[src/rtl/mips_multicycle_ctrl_if.sv]
// Control-path bundle between the multi-cycle MIPS main FSM and the datapath.
// The master side is the controller; the slave side is the datapath/memory.
interface mips_multicycle_ctrl_if #(
  parameter int CNT_W = 32
);
  logic [5:0]       opcode;
  logic             jreg;
  logic             zero;
  logic             mem_ready;

  logic             pc_en;
  logic [1:0]       pc_source;
  logic             i_or_d;
  logic             mem_read;
  logic             mem_write;
  logic             ir_write;
  logic             reg_dst;
  logic             mem_to_reg;
  logic             reg_write;
  logic             alu_src_a;
  logic [1:0]       alu_src_b;
  logic [2:0]       alu_op;
  logic             illegal_op;
  logic [CNT_W-1:0] instr_retired;
  logic [3:0]       state;

  modport master (
    input  opcode, jreg, zero, mem_ready,
    output pc_en, pc_source, i_or_d, mem_read, mem_write, ir_write,
           reg_dst, mem_to_reg, reg_write, alu_src_a, alu_src_b, alu_op,
           illegal_op, instr_retired, state
  );

  modport slave (
    output opcode, jreg, zero, mem_ready,
    input  pc_en, pc_source, i_or_d, mem_read, mem_write, ir_write,
           reg_dst, mem_to_reg, reg_write, alu_src_a, alu_src_b, alu_op,
           illegal_op, instr_retired, state
  );
endinterface

[src/rtl/mips_multicycle_ctrl.sv]
// Main control FSM of the multi-cycle MIPS core: fetch, decode, execute,
// memory access and writeback, with a mem_ready stall and a retire counter.
module mips_multicycle_ctrl #(
  parameter int CNT_W = 32
) (
  input  logic                   clk,
  input  logic                   rst,
  mips_multicycle_ctrl_if.master bus
);

  typedef enum logic [3:0] {
    S_FETCH  = 4'd0,
    S_DECODE = 4'd1,
    S_MEMADR = 4'd2,
    S_MEMRD  = 4'd3,
    S_MEMWB  = 4'd4,
    S_MEMWR  = 4'd5,
    S_EXEC   = 4'd6,
    S_ALUWB  = 4'd7,
    S_BRANCH = 4'd8,
    S_JUMP   = 4'd9,
    S_IEXEC  = 4'd10,
    S_IWB    = 4'd11
  } state_t;

  localparam logic [5:0] OP_RTYPE = 6'b000000;
  localparam logic [5:0] OP_LW    = 6'b100011;
  localparam logic [5:0] OP_SW    = 6'b101011;
  localparam logic [5:0] OP_BEQ   = 6'b000100;
  localparam logic [5:0] OP_J     = 6'b000010;
  localparam logic [5:0] OP_ADDI  = 6'b001000;
  localparam logic [5:0] OP_ANDI  = 6'b001100;

  localparam logic [CNT_W-1:0] CNT_ONE = CNT_W'(1);

  state_t           state_q;
  state_t           state_d;
  logic             retire;
  logic [CNT_W-1:0] retired_q;

  // NOTE: state is updated with non-blocking assignments so every process
  // samples the pre-edge value on the same clock edge.
  always_ff @(posedge clk or posedge rst) begin
    if (rst) state_q <= S_FETCH;
    else     state_q <= state_d;
  end

  always_ff @(posedge clk or posedge rst) begin
    if (rst)         retired_q <= '0;
    else if (retire) retired_q <= retired_q + CNT_ONE;
  end

  // Next state and the retire strobe for the instruction leaving this cycle.
  always_comb begin
    // NOTE: defaults first so no path through the case leaves a variable
    // unassigned, which would otherwise infer a latch.
    state_d = state_q;
    retire  = 1'b0;
    case (state_q)
      S_FETCH: if (bus.mem_ready) state_d = S_DECODE;
      S_DECODE: begin
        case (bus.opcode)
          OP_RTYPE:       state_d = S_EXEC;
          OP_LW, OP_SW:   state_d = S_MEMADR;
          OP_BEQ:         state_d = S_BRANCH;
          OP_J:           state_d = S_JUMP;
          OP_ADDI, OP_ANDI: state_d = S_IEXEC;
          default:        state_d = S_FETCH;
        endcase
      end
      S_MEMADR: state_d = (bus.opcode == OP_SW) ? S_MEMWR : S_MEMRD;
      S_MEMRD:  if (bus.mem_ready) state_d = S_MEMWB;
      S_MEMWB: begin
        retire  = 1'b1;
        state_d = S_FETCH;
      end
      S_MEMWR: begin
        if (bus.mem_ready) begin
          retire  = 1'b1;
          state_d = S_FETCH;
        end
      end
      S_EXEC: begin
        if (bus.jreg) begin
          retire  = 1'b1;
          state_d = S_FETCH;
        end else begin
          state_d = S_ALUWB;
        end
      end
      S_ALUWB, S_BRANCH, S_JUMP, S_IWB: begin
        retire  = 1'b1;
        state_d = S_FETCH;
      end
      S_IEXEC: state_d = S_IWB;
      default: state_d = S_FETCH;
    endcase
  end

  // Control word, decoded from state; everything is forced low during reset.
  always_comb begin
    bus.pc_en      = 1'b0;
    bus.pc_source  = 2'b00;
    bus.i_or_d     = 1'b0;
    bus.mem_read   = 1'b0;
    bus.mem_write  = 1'b0;
    bus.ir_write   = 1'b0;
    bus.reg_dst    = 1'b0;
    bus.mem_to_reg = 1'b0;
    bus.reg_write  = 1'b0;
    bus.alu_src_a  = 1'b0;
    bus.alu_src_b  = 2'b00;
    bus.alu_op     = 3'b000;
    bus.illegal_op = 1'b0;
    if (!rst) begin
      case (state_q)
        S_FETCH: begin
          bus.mem_read  = 1'b1;
          bus.alu_src_b = 2'b01;
          bus.ir_write  = bus.mem_ready;
          bus.pc_en     = bus.mem_ready;
        end
        S_DECODE: begin
          bus.alu_src_b = 2'b11;
          case (bus.opcode)
            OP_RTYPE, OP_LW, OP_SW, OP_BEQ, OP_J, OP_ADDI, OP_ANDI: ;
            default: bus.illegal_op = 1'b1;
          endcase
        end
        S_MEMADR: begin
          bus.alu_src_a = 1'b1;
          bus.alu_src_b = 2'b10;
        end
        S_MEMRD: begin
          bus.mem_read = 1'b1;
          bus.i_or_d   = 1'b1;
        end
        S_MEMWB: begin
          bus.reg_write  = 1'b1;
          bus.mem_to_reg = 1'b1;
        end
        S_MEMWR: begin
          bus.mem_write = 1'b1;
          bus.i_or_d    = 1'b1;
        end
        S_EXEC: begin
          bus.alu_src_a = 1'b1;
          bus.alu_op    = 3'b100;
          if (bus.jreg) begin
            bus.pc_en     = 1'b1;
            bus.pc_source = 2'b11;
          end
        end
        S_ALUWB: begin
          bus.reg_write = 1'b1;
          bus.reg_dst   = 1'b1;
        end
        S_BRANCH: begin
          bus.alu_src_a = 1'b1;
          bus.alu_op    = 3'b001;
          bus.pc_source = 2'b01;
          bus.pc_en     = bus.zero;
        end
        S_JUMP: begin
          bus.pc_source = 2'b10;
          bus.pc_en     = 1'b1;
        end
        S_IEXEC: begin
          bus.alu_src_a = 1'b1;
          bus.alu_src_b = 2'b10;
          bus.alu_op    = (bus.opcode == OP_ANDI) ? 3'b011 : 3'b000;
        end
        S_IWB: bus.reg_write = 1'b1;
        default: ;
      endcase
    end
  end

  assign bus.state         = state_q;
  assign bus.instr_retired = retired_q;

endmodule

[src/flat_wrapper.sv]
// flat-port wrapper written by rule: the top's interface ports become plain ports
module mips_multicycle_ctrl_flat 
#(
  parameter int CNT_W = 32
)
  (clk, rst, bus_opcode, bus_jreg, bus_zero, bus_mem_ready, bus_pc_en, bus_pc_source, bus_i_or_d, bus_mem_read, bus_mem_write, bus_ir_write, bus_reg_dst, bus_mem_to_reg, bus_reg_write, bus_alu_src_a, bus_alu_src_b, bus_alu_op, bus_illegal_op, bus_instr_retired, bus_state);
  mips_multicycle_ctrl_if #(.CNT_W(CNT_W)) bus_i ();
  input  logic clk;
  input  logic rst;
  input wire logic [$bits(bus_i.opcode)-1:0] bus_opcode;
  input wire logic [$bits(bus_i.jreg)-1:0] bus_jreg;
  input wire logic [$bits(bus_i.zero)-1:0] bus_zero;
  input wire logic [$bits(bus_i.mem_ready)-1:0] bus_mem_ready;
  output wire logic [$bits(bus_i.pc_en)-1:0] bus_pc_en;
  output wire logic [$bits(bus_i.pc_source)-1:0] bus_pc_source;
  output wire logic [$bits(bus_i.i_or_d)-1:0] bus_i_or_d;
  output wire logic [$bits(bus_i.mem_read)-1:0] bus_mem_read;
  output wire logic [$bits(bus_i.mem_write)-1:0] bus_mem_write;
  output wire logic [$bits(bus_i.ir_write)-1:0] bus_ir_write;
  output wire logic [$bits(bus_i.reg_dst)-1:0] bus_reg_dst;
  output wire logic [$bits(bus_i.mem_to_reg)-1:0] bus_mem_to_reg;
  output wire logic [$bits(bus_i.reg_write)-1:0] bus_reg_write;
  output wire logic [$bits(bus_i.alu_src_a)-1:0] bus_alu_src_a;
  output wire logic [$bits(bus_i.alu_src_b)-1:0] bus_alu_src_b;
  output wire logic [$bits(bus_i.alu_op)-1:0] bus_alu_op;
  output wire logic [$bits(bus_i.illegal_op)-1:0] bus_illegal_op;
  output wire logic [$bits(bus_i.instr_retired)-1:0] bus_instr_retired;
  output wire logic [$bits(bus_i.state)-1:0] bus_state;
  assign bus_i.opcode = bus_opcode;
  assign bus_i.jreg = bus_jreg;
  assign bus_i.zero = bus_zero;
  assign bus_i.mem_ready = bus_mem_ready;
  assign bus_pc_en = bus_i.pc_en;
  assign bus_pc_source = bus_i.pc_source;
  assign bus_i_or_d = bus_i.i_or_d;
  assign bus_mem_read = bus_i.mem_read;
  assign bus_mem_write = bus_i.mem_write;
  assign bus_ir_write = bus_i.ir_write;
  assign bus_reg_dst = bus_i.reg_dst;
  assign bus_mem_to_reg = bus_i.mem_to_reg;
  assign bus_reg_write = bus_i.reg_write;
  assign bus_alu_src_a = bus_i.alu_src_a;
  assign bus_alu_src_b = bus_i.alu_src_b;
  assign bus_alu_op = bus_i.alu_op;
  assign bus_illegal_op = bus_i.illegal_op;
  assign bus_instr_retired = bus_i.instr_retired;
  assign bus_state = bus_i.state;
  mips_multicycle_ctrl #(.CNT_W(CNT_W)) u_core (.clk(clk), .rst(rst), .bus(bus_i));
endmodule
[config.mk]
export PLATFORM = sky130hd
export DESIGN_NAME = mips_multicycle_ctrl_flat
export DESIGN_NICKNAME = d
export VERILOG_FILES = /design/src/rtl/mips_multicycle_ctrl_if.sv /design/src/rtl/mips_multicycle_ctrl.sv /design/src/flat_wrapper.sv
export SDC_FILE = /design/constraint.sdc
export NUM_CORES = 1
export LEC_CHECK = 0
export ABC_AREA = 1
export CAP_MARGIN = 30
export CORE_MARGIN = 1
export CORE_UTILIZATION = 54
export CTS_CLUSTER_SIZE = 14
export DETAILED_ROUTE_END_ITERATION = 12
export PLACE_DENSITY = 0.85
export SYNTH_ARGS = -nofsm -noshare
export SYNTH_HDL_FRONTEND = slang
export SYNTH_SLANG_ARGS = --single-unit
[constraint.sdc]
create_clock -name clk -period 4.51 [get_ports clk]
set_input_delay 0.902 -clock clk [delete_from_list [all_inputs] [get_ports clk]]
set_output_delay 0.902 -clock clk [all_outputs]
set_load 0.03 [all_outputs]
# Word level (Yosys, flattened, before mapping)
# Cells that the tools add are included.
totals:
  register_bits: 36
  inputBits: 11
  output_inout_bits: 53
  word_cells: 74
op_classes:
  n_addsub: 1
  n_eq_ne: 20
  n_mux: 39
  n_reduce_logical: 12
ops:
  columns: ["operator", "count"]
  rows:
  - ["adder 32 x 1 -> 32 bit, second input constant", 1]
  - ["one-hot mux 4 bit (7 select lines)", 1]
  - ["2-to-1 mux 1 bit", 22]
  - ["one-hot mux 4 bit (5 select lines)", 1]
  - ["equality test 4 x 3 -> 1 bit, second input constant", 4]
  - ["equality test 4 bit, second input constant", 4]
  - ["equality test 6 x 4 -> 1 bit, second input constant", 2]
  - ["equality test 6 bit, second input constant", 2]
  - ["2-to-1 mux 4 bit", 3]
  - ["one-hot mux 2 bit (3 select lines)", 2]
  - ["OR reduction 2 bit", 5]
  - ["2-to-1 mux 3 bit", 3]
  - ["one-hot mux 3 bit (3 select lines)", 1]
  - ["equality test 4 x 2 -> 1 bit, second input constant", 2]
  - ["2-to-1 mux 2 bit", 4]
  - ["OR reduction 7 bit", 1]
  - ["equality test 6 x 2 -> 1 bit, second input constant", 1]
  - ["equality test 6 x 3 -> 1 bit, second input constant", 1]
  - ["zero test 6 bit", 1]
  - ["!= test 2 bit, second input constant", 3]
  - ["OR reduction 5 bit", 1]
  - ["equality test 4 x 1 -> 1 bit, second input constant", 1]
  - ["zero test 4 bit", 1]
  - ["one-hot mux 1 bit (4 select lines)", 1]
  - ["other kinds (4)", 4]

# Logic depth before layout (Yosys ltp)
depth:
  depth_word: 5
  ltp_mapped: 11
  ltp_nobuf: 10

# Worst setup path after synthesis
# OpenSTA, ideal clock, no wires.
synth_timing:
  path_type: "input port to output port"
  startpoint: "in rst"
  endpoint: "out bus_alu_op[0]"
  t_arrival_ps: 3032
  required_time_ps: 3608
  setup_slack_ps: 576
  cell_stages: 4
  n_path_buf: 0
  cell_sequence: "inv_1 -> nand3_1 -> nor3_1 -> o21bai_1"
synth_via:
  elab_chain_len: 1
synth_lines:
  columns: ["element", "line", "rtl"]
  rows:
  - ["from (decl)", "flat_wrapper.sv:9", "input logic rst;"]
  - ["2-to-1 mux 3 bit", "mips_multicycle_ctrl.sv:115", "if (!rst) begin"]
  - ["to (decl)", "flat_wrapper.sv:25", "output wire logic [$bits(bus_i.alu_op)-1:0] bus_alu_op;"]
# No other way between the ends.

# Worst setup path in the final report
layout_timing:
  startpoint: "in rst"
  endpoint: "out bus_mem_to_reg"
layout_via:
  elab_chain_len: 1
layout_lines:
  columns: ["element", "line", "rtl"]
  rows:
  - ["2-to-1 mux 1 bit", "mips_multicycle_ctrl.sv:115", null]
  - ["to (decl)", "flat_wrapper.sv:21", "output wire logic [$bits(bus_i.mem_to_reg)-1:0] bus_mem_to_reg;"]
# No other way between the ends.

==> results_dict.tcl <==
set metrics [dict create \
    status "finished clean" \
    insertion_delay_ns 0.29 \
    die_area_sq_um 5420 \
    power.ir.vdd_worst_mv 0.239 \
    worst_slew_pin_slew_ns 0.749 \
    max-cap-violations 0 \
    worst_ep_required_time_ns 3.61 \
    seq_area_frac_synth_pct 32.5 \
    maxSlewHeadroom_pct 49.9 \
    clock_buffer_count_from_cts 5 \
    fin_util_pct 73.5 \
    criticalPathCategory "primary input to output port" \
    place.gp.congestion 0.931 \
    synth_cell_type_count 25 \
    chipWidth_um 73.6 \
    grt_residual_overflow 0 \
    total_switching_power_w 0.000509 \
    grt_start_max_net_pins 33 \
    detail_route.drc_violations 0 \
    cts.clk_slew.worst_paths_ns 0.08 \
    min_period_over_period_pct 78.9 \
    final-setup-viol-count 0 \
    initial_core_util_pct 57.5 \
    kind_of_end_point_of_the_critical_path "output port" \
    critPathMaxStageDelay_ns 0.68 \
    io_pins 64 \
    detail_route.vias_per_cell 5.17 \
    drive_gt1_share_pct 7.72 \
    timing.final.ws_setup_ns 0.953 \
    finalPower_w 0.00119 \
    report.final.hold_viol_count 0 \
    yosys.area.top_type_share_pct 32.5 \
    cts.path.max_buffers 2 \
    finalNetCount 529 \
    pre_cts_ws_ns 0.955 \
    startpoint_type "primary input" \
    grt_setup_unrepaired "false" \
    cpMaxStageDelayCell "sky130_fd_sc_hd__clkdlybuf4s50_1" \
    power.share.combinational_pct 41.0 \
    core_area_sq_um 4820 \
    synth.top_cells.by_count "sky130_fd_sc_hd__nand2_1 (211), sky130_fd_sc_hd__nor2_1 (64), sky130_fd_sc_hd__inv_1 (37)" \
    synth_edf_count 0 \
    routed_wire_length_per_instance_um 13.0 \
    power.share.sequential_pct 34.1 \
    port_buffers 63 \
    hpwlAfterDp_um 5850 \
    ctsResizeCount 0 \
    cp_max_fo 13 \
    drt_first_pass_iters 5 \
    syn2layout_area_growth_pct 27.7 \
    cts.sink_count 36 \
    synth.avg_cell_area_sq_um 6.12 \
    clock_power_share_pct 24.9 \
    cts-htree-levels 2 \
    grtUsageTotal_pct 30.1 \
    layout_min_cycle_time_ns 3.56 \
    power_per_unit_of_standard_cell_area_nw_per_um2 336 \
    route.vias.total 3023 \
    total_leakage_power_nw 1.61 \
    post-synth-top-area-cell "sky130_fd_sc_hd__dfrtp_1" \
    mappedNetlistNets 465 \
    power.internal_w 0.000678 \
    swShare_pct 42.9 \
    synth.ff_latch_count 36 \
    synthesis.yosys.warnings 0 \
    diodes 0 \
    fp-row-count 25 \
    synth_ff_type "sky130_fd_sc_hd__dfrtp_1" \
    ys_top_cells_by_area "sky130_fd_sc_hd__dfrtp_1 (33%), sky130_fd_sc_hd__nand2_1 (29%), sky130_fd_sc_hd__nor2_1 (8.7%)" \
    setup-tns-final_ns 0 \
    cp_common_cell "sky130_fd_sc_hd__clkdlybuf4s50_1" \
    drt-initial-drc-count 190 \
    cts-hold-fix-buffers 0 \
    cts_tree "built" \
    route.antenna.remaining_nets 0 \
    crit_path_cell_trace "clkdlybuf4s50_1, inv_1, nand2_1, nor2_1, clkdlybuf4s50_1" \
    postCtsSetupRepairBufs 0 \
    fmax_mhz 281 \
    synthCells 453 \
    die_height_um 73.6 \
    wire_length_of_the_first_global_routing_pass_um 12600 \
    ys_async_sr_fraction_pct 100 \
    clock_tree.root_cell "sky130_fd_sc_hd__clkbuf_8" \
    timing.critical_path.buf_inv 3 \
    antenna_found_initial 0 \
    crit_arrival_ns 2.65 \
    synth_most_common_cell "sky130_fd_sc_hd__nand2_1" \
    worst_hold_slack_ns 0.552 \
    final.setup_skew_ns 0.00819 \
    route.final.wire_length_um 7590 \
    hold_path.class "flop to flop" \
    crit_family "buffers and inverters" \
    drv_slew 0 \
    first_global_vias 2780 \
    netlist_area_sq_um 2770 \
]
[per-layer routing]
| metal | vias to the layer above | global-route usage (%) | wire length (um) |
|---|---|---|---|
| li1 | 1516 | - | - |
| met1 | 1383 | 40.5 | 3470 |
| met2 | 110 | 49.2 | 3520 |
| met3 | 14 | 4.66 | 480 |
| met4 | 0 | 10.3 | 112 |
| met5 | - | 0 | 0 |
[flip-flops by register name, summed over array words and instances, names as in the netlist]
signal / cells
u_core.bus.state: 4
u_core.bus.instr_retired: 32
[area by class of cell]
cell class                      instances  area, sq um
Tap cell                               67         83.8
Timing Repair Buffer                   65          641
Multi-Input combinational cell        366         1640
Sequential cell                        36          901
Clock buffer                            5         68.8
Fill cell                             440         1280
Clock inverter                          3         42.5
Inverter                               43          161
[logic make-up after synthesis]
| logic type | share of synthesized area, % |
|---|---|
| flip-flops | 32.5 |
| XOR/XNOR | 4.70 |
| adder cells (fa/ha/maj) | 0.451 |
| AO/OA/AOI/OAI | 3.02 |
| AND/OR/NAND/NOR | 51.1 |
| buffers and inverters | 8.26 |
[worst paths after layout]
kind / from / to / slack, ns / cells after the start
worst min register to register: u_core.bus.instr_retired[31] / u_core.bus.instr_retired[31] / 0.55 / 2
worst min-delay path: u_core.bus.instr_retired[31] / u_core.bus.instr_retired[31] / 0.55 / 2
max in group asynchronous: rst / u_core.bus.instr_retired[30] / 2.90 / 3
worst max register to register: u_core.bus.state[1] / u_core.bus.instr_retired[2] / 2.56 / 7
min in group asynchronous: rst / u_core.bus.instr_retired[5] / 1.36 / 3
worst max-delay path: rst / bus_mem_to_reg / 0.95 / 5
[tightest hold or removal path, stage by stage, from the launching register on]
cell,delay (ns)
sky130_fd_sc_hd__dfrtp_1,0.39
sky130_fd_sc_hd__nand2_1,0.07
sky130_fd_sc_hd__nand2_1,0.06
[metrics by stage]
step / instance area, sq um / instances
after CTS: 3540 / 585
after global routing: 3540 / 585
after detailed placement: 3430 / 577
after floorplan: 2770 / 453
final: 3540 / 585
after global placement: 3430 / 577
[layout by cell type, fill, tap and decap left out, types with 2 or more instances in the layout]
| cell | synthesis | layout |
|---|---|---|
| sky130_fd_sc_hd__nand2_1 | 211 | 211 |
| sky130_fd_sc_hd__nor2_1 | 64 | 64 |
| sky130_fd_sc_hd__clkdlybuf4s50_1 | 0 | 61 |
| sky130_fd_sc_hd__inv_1 | 37 | 37 |
| sky130_fd_sc_hd__dfrtp_1 | 36 | 36 |
| sky130_fd_sc_hd__nand3_1 | 27 | 27 |
| sky130_fd_sc_hd__xor2_1 | 9 | 9 |
| sky130_fd_sc_hd__nand2_2 | 7 | 7 |
| sky130_fd_sc_hd__nor2_2 | 7 | 7 |
| sky130_fd_sc_hd__inv_2 | 6 | 6 |
| sky130_fd_sc_hd__o21ai_0 | 6 | 6 |
| sky130_fd_sc_hd__nand3b_1 | 5 | 5 |
| sky130_fd_sc_hd__nor3_1 | 5 | 5 |
| sky130_fd_sc_hd__a21oi_1 | 5 | 5 |
| sky130_fd_sc_hd__clkbuf_8 | 0 | 5 |
| sky130_fd_sc_hd__nor2_4 | 4 | 4 |
| sky130_fd_sc_hd__xnor2_1 | 4 | 4 |
| sky130_fd_sc_hd__buf_4 | 4 | 4 |
| sky130_fd_sc_hd__nand2_4 | 3 | 3 |
| sky130_fd_sc_hd__nand4_1 | 3 | 3 |
| sky130_fd_sc_hd__a31oi_1 | 2 | 2 |
[power by group through the flow]
stage,Sequential (W),Combinational (W),Clock (W)
5_1_grt,0.000409,0.000528,0.000310
3_5_place_dp,0.000409,0.000484,0
6_report,0.000405,0.000487,0.000296
3_3_place_gp,0.000408,0.000477,0
4_1_cts,0.000403,0.000486,0.000297
2_1_floorplan,0.000442,0.000305,0
Power figures use the tool's default switching activity.
==> edit, RTL diff (config.mk and constraints unchanged) <==
`CNT_W` is set to 32 in 3 places; all go to 36.
--- a/src/rtl/mips_multicycle_ctrl_if.sv
+++ b/src/rtl/mips_multicycle_ctrl_if.sv
@@ -3,3 +3,3 @@
 interface mips_multicycle_ctrl_if #(
-  parameter int CNT_W = 32
+  parameter int CNT_W = 36
 );
--- a/src/rtl/mips_multicycle_ctrl.sv
+++ b/src/rtl/mips_multicycle_ctrl.sv
@@ -3,3 +3,3 @@
 module mips_multicycle_ctrl #(
-  parameter int CNT_W = 32
+  parameter int CNT_W = 36
 ) (
--- a/src/flat_wrapper.sv
+++ b/src/flat_wrapper.sv
@@ -3,3 +3,3 @@
 #(
-  parameter int CNT_W = 32
+  parameter int CNT_W = 36
 )
Ports: changed (resized bus_instr_retired); port bits go from 64 to 68. No check against the original RTL was run, so the function may have changed too.
==> edit against the original RTL <==
Clock skew decreased by 0.0069 ns. Register-to-register slack got worse by 0.13 ns. Synthesized area increased by 4.1%. Routed wire length decreased by 0.57%. Sequential cell count increased by 4. Power increased by 8.4%. Worst setup slack got worse by 0.10 ns. Design area increased by 3.7%. Critical path type unchanged.
==> edit: results (changes against the original RTL) <==
Worst setup path
  • Crit Path Max Fanout: 3 (-10)
  • Worst setup path startpoint: bus_opcode[5]
  • Crit path capture: bus_alu_op[0]
  • Reg-to-reg critical path endpoint: u_core.bus.instr_retired[16]
  • Worst R2R Start: u_core.bus.state[0]
  • Critical Path AT: 2.76 ns (+0.11 ns)

Global routing
  • Met1 global-route usage: 34.2% (-6.3 points)
  • First-pass GRT wire length: 12200 µm (-3.1%)
  • Global Route met2 Usage: 49.9% (+0.71 points)
  • GRT Total Usage: 28.5% (-1.6 points)
  • Largest net degree at the start of global routing: 53 (+61%)
  • Number of global-route vias before repair: 2771 (-0.32%)

Drt
  • Drt pass-1 iters: 4 (-1)
  • Met3 wire length: 422 µm (-12%)
  • Metal1 wirelength: 3270 µm (-6.0%)
  • Drt initial violations: 150 (-21%)
  • Met2 Wirelength: 3650 µm (+3.8%)
  • Vias per cell: 5.22 (+0.96%)

Cells and area
  • # fillers: 477 (+8.4%)
  • Share of layout cells above drive strength 1: 5.19% (-2.5 points)
  • Max reg flops: 36 (+13%)

Synthesis
  • Post-Synth Adder-Cell Area: 0.434% (-0.018 points)
  • Syn nets: 464 (-0.22%)
  • Compound-Gate Fraction of Synth Area: 5.85% (+2.8 points)
  • Synth top cells by count: nand2_1 (194), nor2_1 (64), dfrtp_1 (40), inv_1 (36), nand3_1 (18)

Power and ir drop
  • VDD IR-drop max: 0.300 mV (+25%)

Place
  • Post-DP HPWL: 5910 µm (+1.1%)
  • Gpl congestion: 0.953 (+2.3%)
  • Post-Place Cell Area: 3580 µm² (+4.4%)
  • Port Buffers: 67 (+6.3%)

Timing
  • Worst slew pin tran: 0.510 ns (-0.239 ns)

Run status
  • Status: complete, no violations
==> edit: how the worst min path moves through the flow <==
stage | start | end | slack, ns | cells after the start
after global placement | u_core.bus.instr_retired[35] | u_core.bus.instr_retired[35] | 0.48 | 2
after global routing | u_core.bus.instr_retired[35] | u_core.bus.instr_retired[35] | 0.56 | 2
final | u_core.bus.instr_retired[35] | u_core.bus.instr_retired[35] | 0.50 | 2
after CTS | u_core.bus.instr_retired[35] | u_core.bus.instr_retired[35] | 0.50 | 2
after detailed placement | u_core.bus.instr_retired[35] | u_core.bus.instr_retired[35] | 0.49 | 2
after floorplan | u_core.bus.instr_retired[34] | u_core.bus.instr_retired[34] | 0.66 | 2
==> edit: through the flow <==
stage | setup slack [ns] | std cells | total power [µW] | utilization [%]
after floorplan | 1.13 | 452 | 871 | -
after global placement | 0.935 | 582 | 1030 | 69.6
after detailed placement | 0.868 | 582 | 1040 | 69.6
after CTS | 0.846 | 590 | 1290 | 71.4
after global routing | 0.722 | 590 | 1370 | 71.4
final | 0.850 | 590 | 1290 | 71.4
==> edit: cell type report <==
| class | instances | area share [%] |
|---|---|---|
| Sequential cell | 40 | 27.3 |
| Clock buffer | 8 | 2.45 |
| Timing Repair Buffer | 69 | 18.7 |
| Inverter | 41 | 4.19 |
| Multi-Input combinational cell | 362 | 45.0 |
| Tap cell | 70 | 2.39 |
==> edit: worst max-delay path: stages <==
cell             delay (ns)
clkdlybuf4s50_1        0.43
nor2_1                 0.20
nand4_1                0.13
nor4_1                 0.25
or2_2                  0.18
clkdlybuf4s50_1        0.67
==> edit: where the power goes <==
| part | internal [µW] | switching (µW) | leakage [µW] |
|---|---|---|---|
| Clock | 125 | 124 | 0.0000455 |
| Sequential | 402 | 70.7 | 0.000546 |
| Combinational | 201 | 366 | 0.000989 |
